## config.mk

```make
export PLATFORM = sky130hd
export DESIGN_NAME = pc_fetch_unit
export DESIGN_NICKNAME = d
export VERILOG_FILES = /design/src/rtl/pc_fetch_unit.sv
export SDC_FILE = /design/constraint.sdc
export NUM_CORES = 1
export LEC_CHECK = 0
export CAP_MARGIN = 20
export CORE_MARGIN = 10
export CORE_UTILIZATION = 37
export DETAILED_ROUTE_END_ITERATION = 16
export PLACE_DENSITY = 0.71
export REMOVE_ABC_BUFFERS = 1
export SETUP_SLACK_MARGIN = 0.5
export SKIP_LAST_GASP = 1
export SLEW_MARGIN = 10
export SYNTH_ARGS = -nofsm -noshare
export SYNTH_HDL_FRONTEND = slang
export SYNTH_SLANG_ARGS = --single-unit
```

## constraint.sdc

```tcl
create_clock -name clk -period 2.77 [get_ports clk]
set_clock_uncertainty 0.15 [all_clocks]
set_input_delay 0.554 -clock clk [delete_from_list [all_inputs] [get_ports clk]]
set_output_delay 0.554 -clock clk [all_outputs]
set_load 0.01 [all_outputs]
```

## src/rtl/pc_fetch_unit.sv

```systemverilog
// Program-counter owner and fetch sequencer: requests the word at pc, holds it
// for the core, and forms the next pc from pc_src when the core retires it.
module pc_fetch_unit #(
  parameter int              XLEN     = 32,
  parameter logic [XLEN-1:0] RESET_PC = '0
) (
  input  logic            clk,
  input  logic            rst_n,
  input  logic [1:0]      pc_src,
  input  logic [XLEN-1:0] branch_target,
  input  logic [XLEN-1:0] jalr_target,
  output logic            imem_req_valid,
  input  logic            imem_req_ready,
  output logic [XLEN-1:0] imem_addr,
  input  logic            imem_rsp_valid,
  input  logic [31:0]     imem_rsp_data,
  output logic            inst_valid,
  input  logic            inst_ready,
  output logic [31:0]     inst,
  output logic [XLEN-1:0] inst_pc,
  output logic            misaligned,
  output logic [15:0]     redirect_count,
  output logic [1:0]      fsm_state
);

  // Handshakes: a request transfers on a rising edge where imem_req_valid and
  // imem_req_ready are both high; imem_rsp_valid has no ready and counts only
  // in WAIT; an instruction retires on an edge with inst_valid and inst_ready.
  typedef enum logic [1:0] {
    S_REQ  = 2'd0,
    S_WAIT = 2'd1,
    S_HOLD = 2'd2,
    S_HALT = 2'd3
  } state_t;

  state_t          state;
  logic [XLEN-1:0] pc;
  logic [31:0]     inst_q;
  logic [XLEN-1:0] next_pc;
  logic            redirect;

  // pc_src 11 is reserved and falls back to sequential flow.
  always_comb begin
    next_pc  = pc + XLEN'(4);
    redirect = 1'b0;
    case (pc_src)
      2'b01: begin
        next_pc  = branch_target;
        redirect = 1'b1;
      end
      2'b10: begin
        next_pc  = {jalr_target[XLEN-1:1], 1'b0};
        redirect = 1'b1;
      end
      default: ;
    endcase
  end

  always_ff @(posedge clk or negedge rst_n) begin
    if (!rst_n) begin
      state          <= S_REQ;
      pc             <= RESET_PC;
      inst_q         <= '0;
      misaligned     <= 1'b0;
      redirect_count <= '0;
    end else begin
      case (state)
        S_REQ: begin
          if (imem_req_ready) state <= S_WAIT;
        end
        S_WAIT: begin
          if (imem_rsp_valid) begin
            inst_q <= imem_rsp_data;
            state  <= S_HOLD;
          end
        end
        S_HOLD: begin
          if (inst_ready) begin
            if (redirect && redirect_count != 16'hFFFF)
              redirect_count <= redirect_count + 16'd1;
            // A misaligned target freezes pc at the offending instruction.
            if (next_pc[1:0] == 2'b00) begin
              pc    <= next_pc;
              state <= S_REQ;
            end else begin
              misaligned <= 1'b1;
              state      <= S_HALT;
            end
          end
        end
        S_HALT: ;
        default: state <= S_HALT;
      endcase
    end
  end

  assign imem_req_valid = (state == S_REQ);
  assign imem_addr      = pc;
  assign inst_valid     = (state == S_HOLD);
  assign inst           = inst_q;
  assign inst_pc        = pc;
  assign fsm_state      = state;

endmodule

```

### After elaboration in Yosys (flattened, before gate mapping)

Index checks and enable logic that the tools add are counted.

* input bits: 103
* output and inout bits: 117
* logic and storage cells: 33
* register bits: 83

* reductions and logical operators: 10
* $add $sub $neg: 2
* mux-type cells: 7
* equality and inequality tests: 8
* bitwise operators: 1

Operator list (count)
* case mux 32 bit (2 select lines): 1
* adder 32 x 3 -> 32 bit, second input constant: 1
* adder 16 x 1 -> 16 bit, second input constant: 1
* inequality test 16 bit, second input constant: 1
* AND reduction 3 bit: 3
* two-way mux 2 bit: 4
* case mux 2 bit (3 select lines): 1
* equality test 2 x 1 -> 1 bit, second input constant: 2
* equality test 2 bit, second input constant: 2
* logical NOT 2 bit: 2
* inequality test 2 x 1 -> 1 bit, second input constant: 2
* AND reduction 4 bit: 1
* nonzero test 3 bit: 1
* inequality test 2 bit, second input constant: 1
* AND reduction 2 bit: 1
* OR reduction 2 bit: 1
* logical AND 1 bit: 1
* two-way mux 1 bit: 1
* NOT 1 bit: 1

### Longest topological paths before layout

Gate-level depths: netlist (run 1).

* word-level depth: 6
* mapped depth: 9
* depth with buffers taken out: 7

### Worst setup path before layout (run 1)

OpenSTA, ideal clock, no wires.

* path kind: input to register
* start: input port pc_src[0]
* end: register pc[6] (netlist: imem_addr[6])
* arrival: 2052 ps
* data required time: 2499 ps
* cell stages on the path: 9
* setup slack: 447 ps
* path buffers: 3
* setup time: 121 ps
* path through: inv_1 ha_1 buf_2 a22oi_1 nand2b_1 buf_2 buf_2 a21oi_1 o22a_1

* word-level cells in the longest chain between the ends: 4
* elaborated cells between the ends (all ways): 5
* classes of those cells: eq/ne (2); mux (1); reduce/logical (2)

Ends and longest elaborated chain
* start, declared: line 9 `input logic [1:0] pc_src,`
* equality test 2 bit / equality test 2 x 1 -> 1 bit (equally long branches): line 46 `case (pc_src)`
* case mux 32 bit (2 select lines) *: line 46
* logical NOT 2 bit: line 82 `if (next_pc[1:0] == 2'b00) begin`
* AND reduction 3 bit (no source line)
* end signal, assigned: line 83 `pc <= next_pc;`
* end, declared: line 37 `logic [XLEN-1:0] pc;`

Mark *: on every way between the ends. The rest lies on a longest branch, timed or not.
A chain may end at the register's enable or synchronous reset.

### Worst setup path after layout (run 1)

* start: register pc[5] (netlist: imem_addr[5])
* end: output port imem_addr[5]

RTL lines
* end, declared: line 14 `output logic [XLEN-1:0] imem_addr,`

No word-level cell between the ends.

==> flow_metrics.py, run 1 <==
metrics = {
    "route": {
        "drtPass1Iterations": 4,
        "drtAntennaViolNets": 0,
        "detail_route.wl_per_cell_um": 19.8,
        "wl_um": 16800,
        "drt-initial-drc-count": 301,
        "viasPerCell": 5.43,
        "vias": 4596,
        "drc": 0,
    },
    "layout": {
        "nFillCells": 1075,
        "finalNonFillerCells": 847,
        "stdcell_area_sq_mm": 0.00763,
        "layout-drive-gt1-share": 0.172,
        "final_util": 0.602,
        "layout_commonest_cell": "clkdlybuf4s50_1",
        "nets": 781,
        "multi_input_area_sq_mm": 0.00250,
        "area_growth_pct": 58.9,
        "regArea_sq_mm": 0.00208,
        "n_antenna_cell": 0,
        "most-common-layout-cells": "clkdlybuf4s50_1, dfrtp_1, mux2_2",
    },
    "sta": {
        "fin_setup_tns_ns": 0,
        "finalCritPeriodShare": 0.788,
        "rsz0062_at_grt": "no",
        "period_minus_slack_ns": 2.18,
        "whs_ns": 0.0637,
        "slew_viol_final": 0,
        "slew_headroom": 0.598,
        "worstMarginPinSlew_ns": 0.603,
        "worst_slack_ns": 0.587,
        "finalHoldViolations": 0,
        "fmax_mhz": 458,
        "setup-violations-final": 0,
    },
    "worst_setup_path": {
        "arrival_ns": 1.48,
        "cp_top_family": "buffers and inverters",
        "crit_type": "flip-flop to output port",
        "cpPeakStageDelay_ns": 0.62,
        "cp.required_ns": 2.07,
        "cp_cell_sequence": "clkdlybuf4s50_1",
        "cp_slowest_cell": "clkdlybuf4s50_1",
        "crit_buf_inv": 1,
        "start_kind": "flip-flop",
        "cp_max_fo": 9,
        "critPathCaptureType": "output port",
    },
    "logic_synthesis": {
        "syn_area_sq_mm": 0.00480,
        "synth_edf_count": 0,
        "syn_area_per_cell_sq_um": 10.2,
        "yosys.cell_types.count": 63,
        "synth_ff_type": "dfrtp_1",
        "synth_cells": 470,
        "ys_warn_count": 0,
        "async_flop_share": 1.00,
        "ys_seq_elements": 83,
        "ys_seq_area_frac": 0.432,
    },
    "placement": {
        "dp_hpwl_um": 12500,
        "pre_cts_slack_ns": -0.0148,
        "portBuffers": 218,
        "placed_area_sq_mm": 0.00707,
        "gp_congestion": 0.797,
        "dp_cells": 825,
    },
    "global_route": {
        "overflow": 0,
        "antenna_found_initial": 0,
        "grt_pass1_vias": 4921,
        "grt_usage": 0.184,
        "grt_pass1_wl_um": 26700,
        "grt_max_degree": 47,
    },
    "pwr": {
        "ir_drop_mv": 0.525,
        "power.density_mw_per_mm2": 808,
        "p_total_mw": 6.17,
        "p_leak_nw": 3.05,
    },
    "clock_tree": {
        "cts.path.max_buffers": 2,
        "clock-sinks": 83,
        "path_clk_slew_ns": 0.06,
        "cts_tree": "built",
        "ctsRootBufferMaster": "clkbuf_16",
        "cts_buffers": 9,
        "postCtsHoldBufs": 0,
        "insertion_delay_ns": 0.34,
        "htreeDepth": 3,
    },
    "min_path": {
        "hold_path.class": "input pin to async pin",
    },
    "die": {
        "die_height_um": 134,
        "die_w_um": 134,
        "start_util": 0.379,
        "die_area_sq_mm": 0.0179,
        "std_cell_rows": 41,
        "ioPinCount": 220,
        "core-area_sq_mm": 0.0127,
    },
    "run_status": {
        "status": "complete, no violations",
    },
    "run": {
        "drv_cap": 0,
    },
}
sequential cells by signal (all words and copies together), names as in the netlist:
name,count
imem_addr,32
inst,32
redirect_count,16
fsm_state,2
misaligned,1
synth_stat cells, types with 5 or more instances:
master / count / share of area
buf_1: 5 / 0.0039
dfrtp_1: 83 / 0.43
o22a_1: 11 / 0.020
a22o_1: 13 / 0.024
clkbuf_1: 16 / 0.013
mux2_2: 33 / 0.077
a2bb2oi_1: 9 / 0.016
a31oi_1: 13 / 0.017
o21ai_0: 7 / 0.0073
buf_4: 32 / 0.050
o211ai_1: 6 / 0.0094
ha_1: 8 / 0.021
nand4_1: 11 / 0.014
nand3_1: 16 / 0.017
xnor2_1: 11 / 0.020
and4_1: 5 / 0.0091
nand2_1: 30 / 0.023
buf_2: 6 / 0.0063
and3_1: 7 / 0.0091
inv_1: 8 / 0.0063
a22oi_1: 14 / 0.022
a221oi_1: 15 / 0.027
a21oi_1: 23 / 0.024
nor2_1: 26 / 0.020
final timing paths:
path                                               start                       endpoint  slack, ns  cells after the start
worst max-delay path            imem_addr[5]$_DFFE_PN0P_                   imem_addr[5]       0.59                      1
worst min-delay path                               rst_n           inst[29]$_DFFE_PN0P_       0.06                      1
worst max register to register  fsm_state[0]$_DFFE_PN0P_  redirect_count[1]$_DFFE_PN0P_       0.64                      7
worst min register to register    misaligned$_DFFE_PN0P_         misaligned$_DFFE_PN0P_       0.31                      1
max in group asynchronous                          rst_n       imem_addr[9]$_DFFE_PN0P_       1.77                      2
min in group clk                  misaligned$_DFFE_PN0P_         misaligned$_DFFE_PN0P_       0.31                      1
layer usage:
metal	wire length, um	part of all wire	track usage	vias to the layer above
li1	-	-	-	2159
met1	6270	0.37	0.192	2249
met2	8380	0.50	0.317	172
met3	1900	0.11	0.0934	16
met4	220	0.013	0.0538	0
met5	0	0	0	-
worst register-to-register path: stages (launching register included):
cell and delay (ns):
dfrtp_1 0.44, inv_2 0.12, ha_4 0.17, nand2_2 0.11
buf_4 0.18, a311oi_4 0.29, buf_4 0.21, mux2_2 0.34
power breakdown:
| part | switching (mW) | internal [mW] |
|---|---|---|
| logic | 1.16 | 1.68 |
| clock network | 0.509 | 0.729 |
| registers | 0.454 | 1.64 |
| total | 2.12 | 4.05 |
cell families after synthesis:
family,count (synthesis),synth area share
AO/OA/AOI/OAI,134,0.211
XOR/XNOR,14,0.0255
adder cells (fa/ha/maj),8,0.0208
buffers and inverters,68,0.0813
flip-flops,83,0.432
multiplexers,33,0.0774
AND/OR/NAND/NOR,130,0.151
cell type report:
| type | instances | share of cell area |
|---|---|---|
| clock inverter | 5 | 0.00787 |
| tap | 172 | 0.0282 |
| clock buffer | 11 | 0.0318 |
| multi-input combinational | 319 | 0.328 |
| sequential | 83 | 0.273 |
| inverter | 8 | 0.00393 |
| timing repair buffer | 249 | 0.328 |
repair_timing:
item                       in CTS  in global routing
pin swaps                       2                  6
gates cloned                    2                  0
gates resized for setup        27                 18
setup endpoints to repair      35                 37
setup buffers                   2                  2
Note: power is estimated with default switching activity, not from simulation.
==> run 2: changes to the inputs <==
--- a/config.mk
+++ b/config.mk
@@ -9,7 +9,7 @@
 export CORE_MARGIN = 10
 export CORE_UTILIZATION = 37
 export DETAILED_ROUTE_END_ITERATION = 16
-export PLACE_DENSITY = 0.71
+export PLACE_DENSITY = 0.74
 export REMOVE_ABC_BUFFERS = 1
 export SETUP_SLACK_MARGIN = 0.5
 export SKIP_LAST_GASP = 1
==> constraint.sdc (replaced) <==
create_clock -name clk -period 1.8 [get_ports clk]
set_clock_uncertainty 0.15 [all_clocks]
set_input_delay 0.36 -clock clk [delete_from_list [all_inputs] [get_ports clk]]
set_output_delay 0.36 -clock clk [all_outputs]
set_load 0.01 [all_outputs]
==> run 2 against run 1 <==
  * The run now ends with negative setup slack left
  * Critical path depth is 6 higher
  * Sequential power rose by 48%
  * Register-to-register slack lost 0.93 ns
  * Cell count up 24%
  * First-iteration DRC count rose by 50%
  * Via count rose by 32%
  * Die area unchanged
  * Routed wire length is 52% higher
  * Hold slack improved by 0.27 ns
  * Global-route usage up 5.1 points
  * Largest power group unchanged
==> flow_metrics.py, run 2 (same netlist as run 1, synthesis figures left out) <==
metrics = {
    "layout": {
        "layout-drive-gt1-share": 0.579,
        "final_util": 0.802,
        "layout_commonest_cell": "buf_6",
        "area_growth_pct": 111,
        "multi_input_area_sq_mm": 0.00298,
        "finalNonFillerCells": 1047,
        "most-common-layout-cells": "buf_6, buf_4, clkdlybuf4s50_1",
        "stdcell_area_sq_mm": 0.0102,
        "nFillCells": 682,
        "nets": 980,
        "regArea_sq_mm": 0.00208,
    },
    "sta": {
        "finalHoldViolations": 0,
        "finalCritPeriodShare": 1.16,
        "whs_ns": 0.334,
        "rsz0062_at_grt": "yes",
        "slew_headroom": 0.598,
        "fmax_mhz": 479,
        "worstMarginPinSlew_ns": 0.603,
        "worst_slack_ns": -0.289,
        "setup-violations-final": 58,
        "slew_viol_final": 0,
        "period_minus_slack_ns": 2.09,
    },
    "placement": {
        "pre_cts_slack_ns": -0.827,
        "gp_congestion": 0.858,
        "portBuffers": 218,
        "dp_hpwl_um": 14100,
        "placed_area_sq_mm": 0.00769,
        "dp_cells": 903,
    },
    "worst_setup_path": {
        "rrSetupSlack_ns": -0.29,
        "crit_type": "flip-flop to flip-flop",
        "critPathCaptureType": "flip-flop",
        "start_kind": "flip-flop",
        "cp.required_ns": 1.86,
        "cp_max_fo": 6,
        "arrival_ns": 2.15,
    },
    "route": {
        "viasPerCell": 5.77,
        "drtAntennaViolNets": 0,
        "vias": 6044,
        "drtPass1Iterations": 7,
        "drc": 0,
        "wl_um": 25500,
        "detail_route.wl_per_cell_um": 24.4,
        "drt-initial-drc-count": 451,
    },
    "pwr": {
        "power.density_mw_per_mm2": 1280,
        "share_comb_of_total_power": 0.603,
        "p_int_mw": 8.36,
        "clock_power_share": 0.159,
        "power.share.sequential": 0.238,
        "switching_share": 0.357,
        "switchingPower_mw": 4.64,
        "p_leak_nw": 4.59,
        "ir_drop_mv": 0.946,
    },
    "min_path": {
        "hold_path.class": "input pin to async pin",
    },
    "global_route": {
        "grt_usage": 0.235,
        "grt_max_degree": 33,
        "antenna_found_initial": 1,
        "grt_pass1_vias": 6220,
        "grt_pass1_wl_um": 33900,
        "overflow": 0,
    },
    "die": {
        "die_w_um": 134,
        "std_cell_rows": 41,
        "start_util": 0.379,
        "ioPinCount": 220,
        "die_height_um": 134,
        "die_area_sq_mm": 0.0179,
        "core-area_sq_mm": 0.0127,
    },
    "clock_tree": {
        "htreeDepth": 3,
        "cts.path.max_buffers": 2,
        "path_clk_slew_ns": 0.07,
        "clock-sinks": 83,
        "insertion_delay_ns": 0.35,
        "cts_buffers": 9,
        "cts_tree": "built",
        "ctsRootBufferMaster": "clkbuf_16",
    },
    "run_status": {
        "violations": "negative setup slack",
        "status": "complete, but fails checks",
    },
    "run": {
        "drv_cap": 0,
    },
}
## run 2: cell types whose count changed in the layout (fill, tap and decap cells not counted), sizes merged
cell	previous run	this run
dlygate4sd2	2	3
dlymetal6s2s	2	1
clkbuf	11	12
dlygate4sd3	0	1
bufinv	1	2
inv	10	8
clkdlybuf4s50	213	94
diode	0	1
buf	32	347
clkinv	1	3
## run 2: path summary, 6_finish.rpt
check,to,depth (start not counted),from
hold / removal,redirect_count[2]$_DFFE_PN0P_,2,rst_n
setup / recovery,imem_addr[23]$_DFFE_PN0P_,7,imem_addr[13]$_DFFE_PN0P_
setup reg to reg,imem_addr[23]$_DFFE_PN0P_,7,imem_addr[13]$_DFFE_PN0P_
hold reg to reg,inst[26]$_DFFE_PN0P_,1,inst[26]$_DFFE_PN0P_
min in group clk,inst[26]$_DFFE_PN0P_,1,inst[26]$_DFFE_PN0P_
max in group asynchronous,inst[13]$_DFFE_PN0P_,3,rst_n
## run 2: final cells by class
class | count | share of cell area
diodes | 1 | 0.000246
clock buffers | 10 | 0.0225
clock inverters | 6 | 0.00887
inverters | 8 | 0.00370
multi-input cells | 319 | 0.294
flip-flops and latches | 83 | 0.205
well taps | 172 | 0.0212
repair buffers | 448 | 0.445
## run 2: critical path, cell delays in order, from the launching register on
cell      delay [ns]
dfrtp_1         0.39
nand4_1         0.24
nor3_2          0.35
nand2_4         0.13
buf_6           0.16
buf_6           0.11
o211ai_1        0.27
nand3_1         0.15
## run 2: stage by stage
step | setup TNS (ns) | total power, mW
finish | -4.57 | 13.0
global route | -7.39 | 13.5
CTS | -0.996 | 11.6
detailed placement | -32.38 | 8.13
global placement | -32.80 | 7.96
floorplan | -77.04 | 4.86
## run 2: power groups by stage
stage | Sequential [mW] | Combinational (mW) | Clock [mW]
floorplan | 3.53 | 1.33 | 0
global placement | 2.93 | 5.03 | 0
detailed placement | 2.98 | 5.15 | 0
CTS | 2.98 | 6.60 | 2.03
global route | 3.16 | 8.24 | 2.13
finish | 3.10 | 7.84 | 2.06
## run 2: per-layer routing
metal / track usage / wire length, um / up-vias
li1: - / - / 2566
met1: 0.240 / 8690 / 2948
met2: 0.430 / 13000 / 417
met3: 0.0960 / 2660 / 113
met4: 0.0671 / 1240 / 0
met5: 0 / 0 / -
## run 2: what timing repair did
action | in CTS | in global routing
hold buffers | 1 | 0
setup buffers | 83 | 37
pin swaps | 32 | 63
resized for setup | 723 | 135
cloned | 4 | 2
hold endpoints to repair | 23 | 0
endpoints found under the setup margin | 200 | 200
==> run 3: changes to the inputs <==
--- a/config.mk
+++ b/config.mk
@@ -9,6 +9,7 @@
 export CORE_MARGIN = 10
 export CORE_UTILIZATION = 37
 export DETAILED_ROUTE_END_ITERATION = 16
+export GPL_ROUTABILITY_DRIVEN = 0
 export PLACE_DENSITY = 0.74
 export REMOVE_ABC_BUFFERS = 1
 export SETUP_SLACK_MARGIN = 0.5
==> results of run 3 <==
Same layout as run 2: the final DEF is identical, and so are final timing and power.
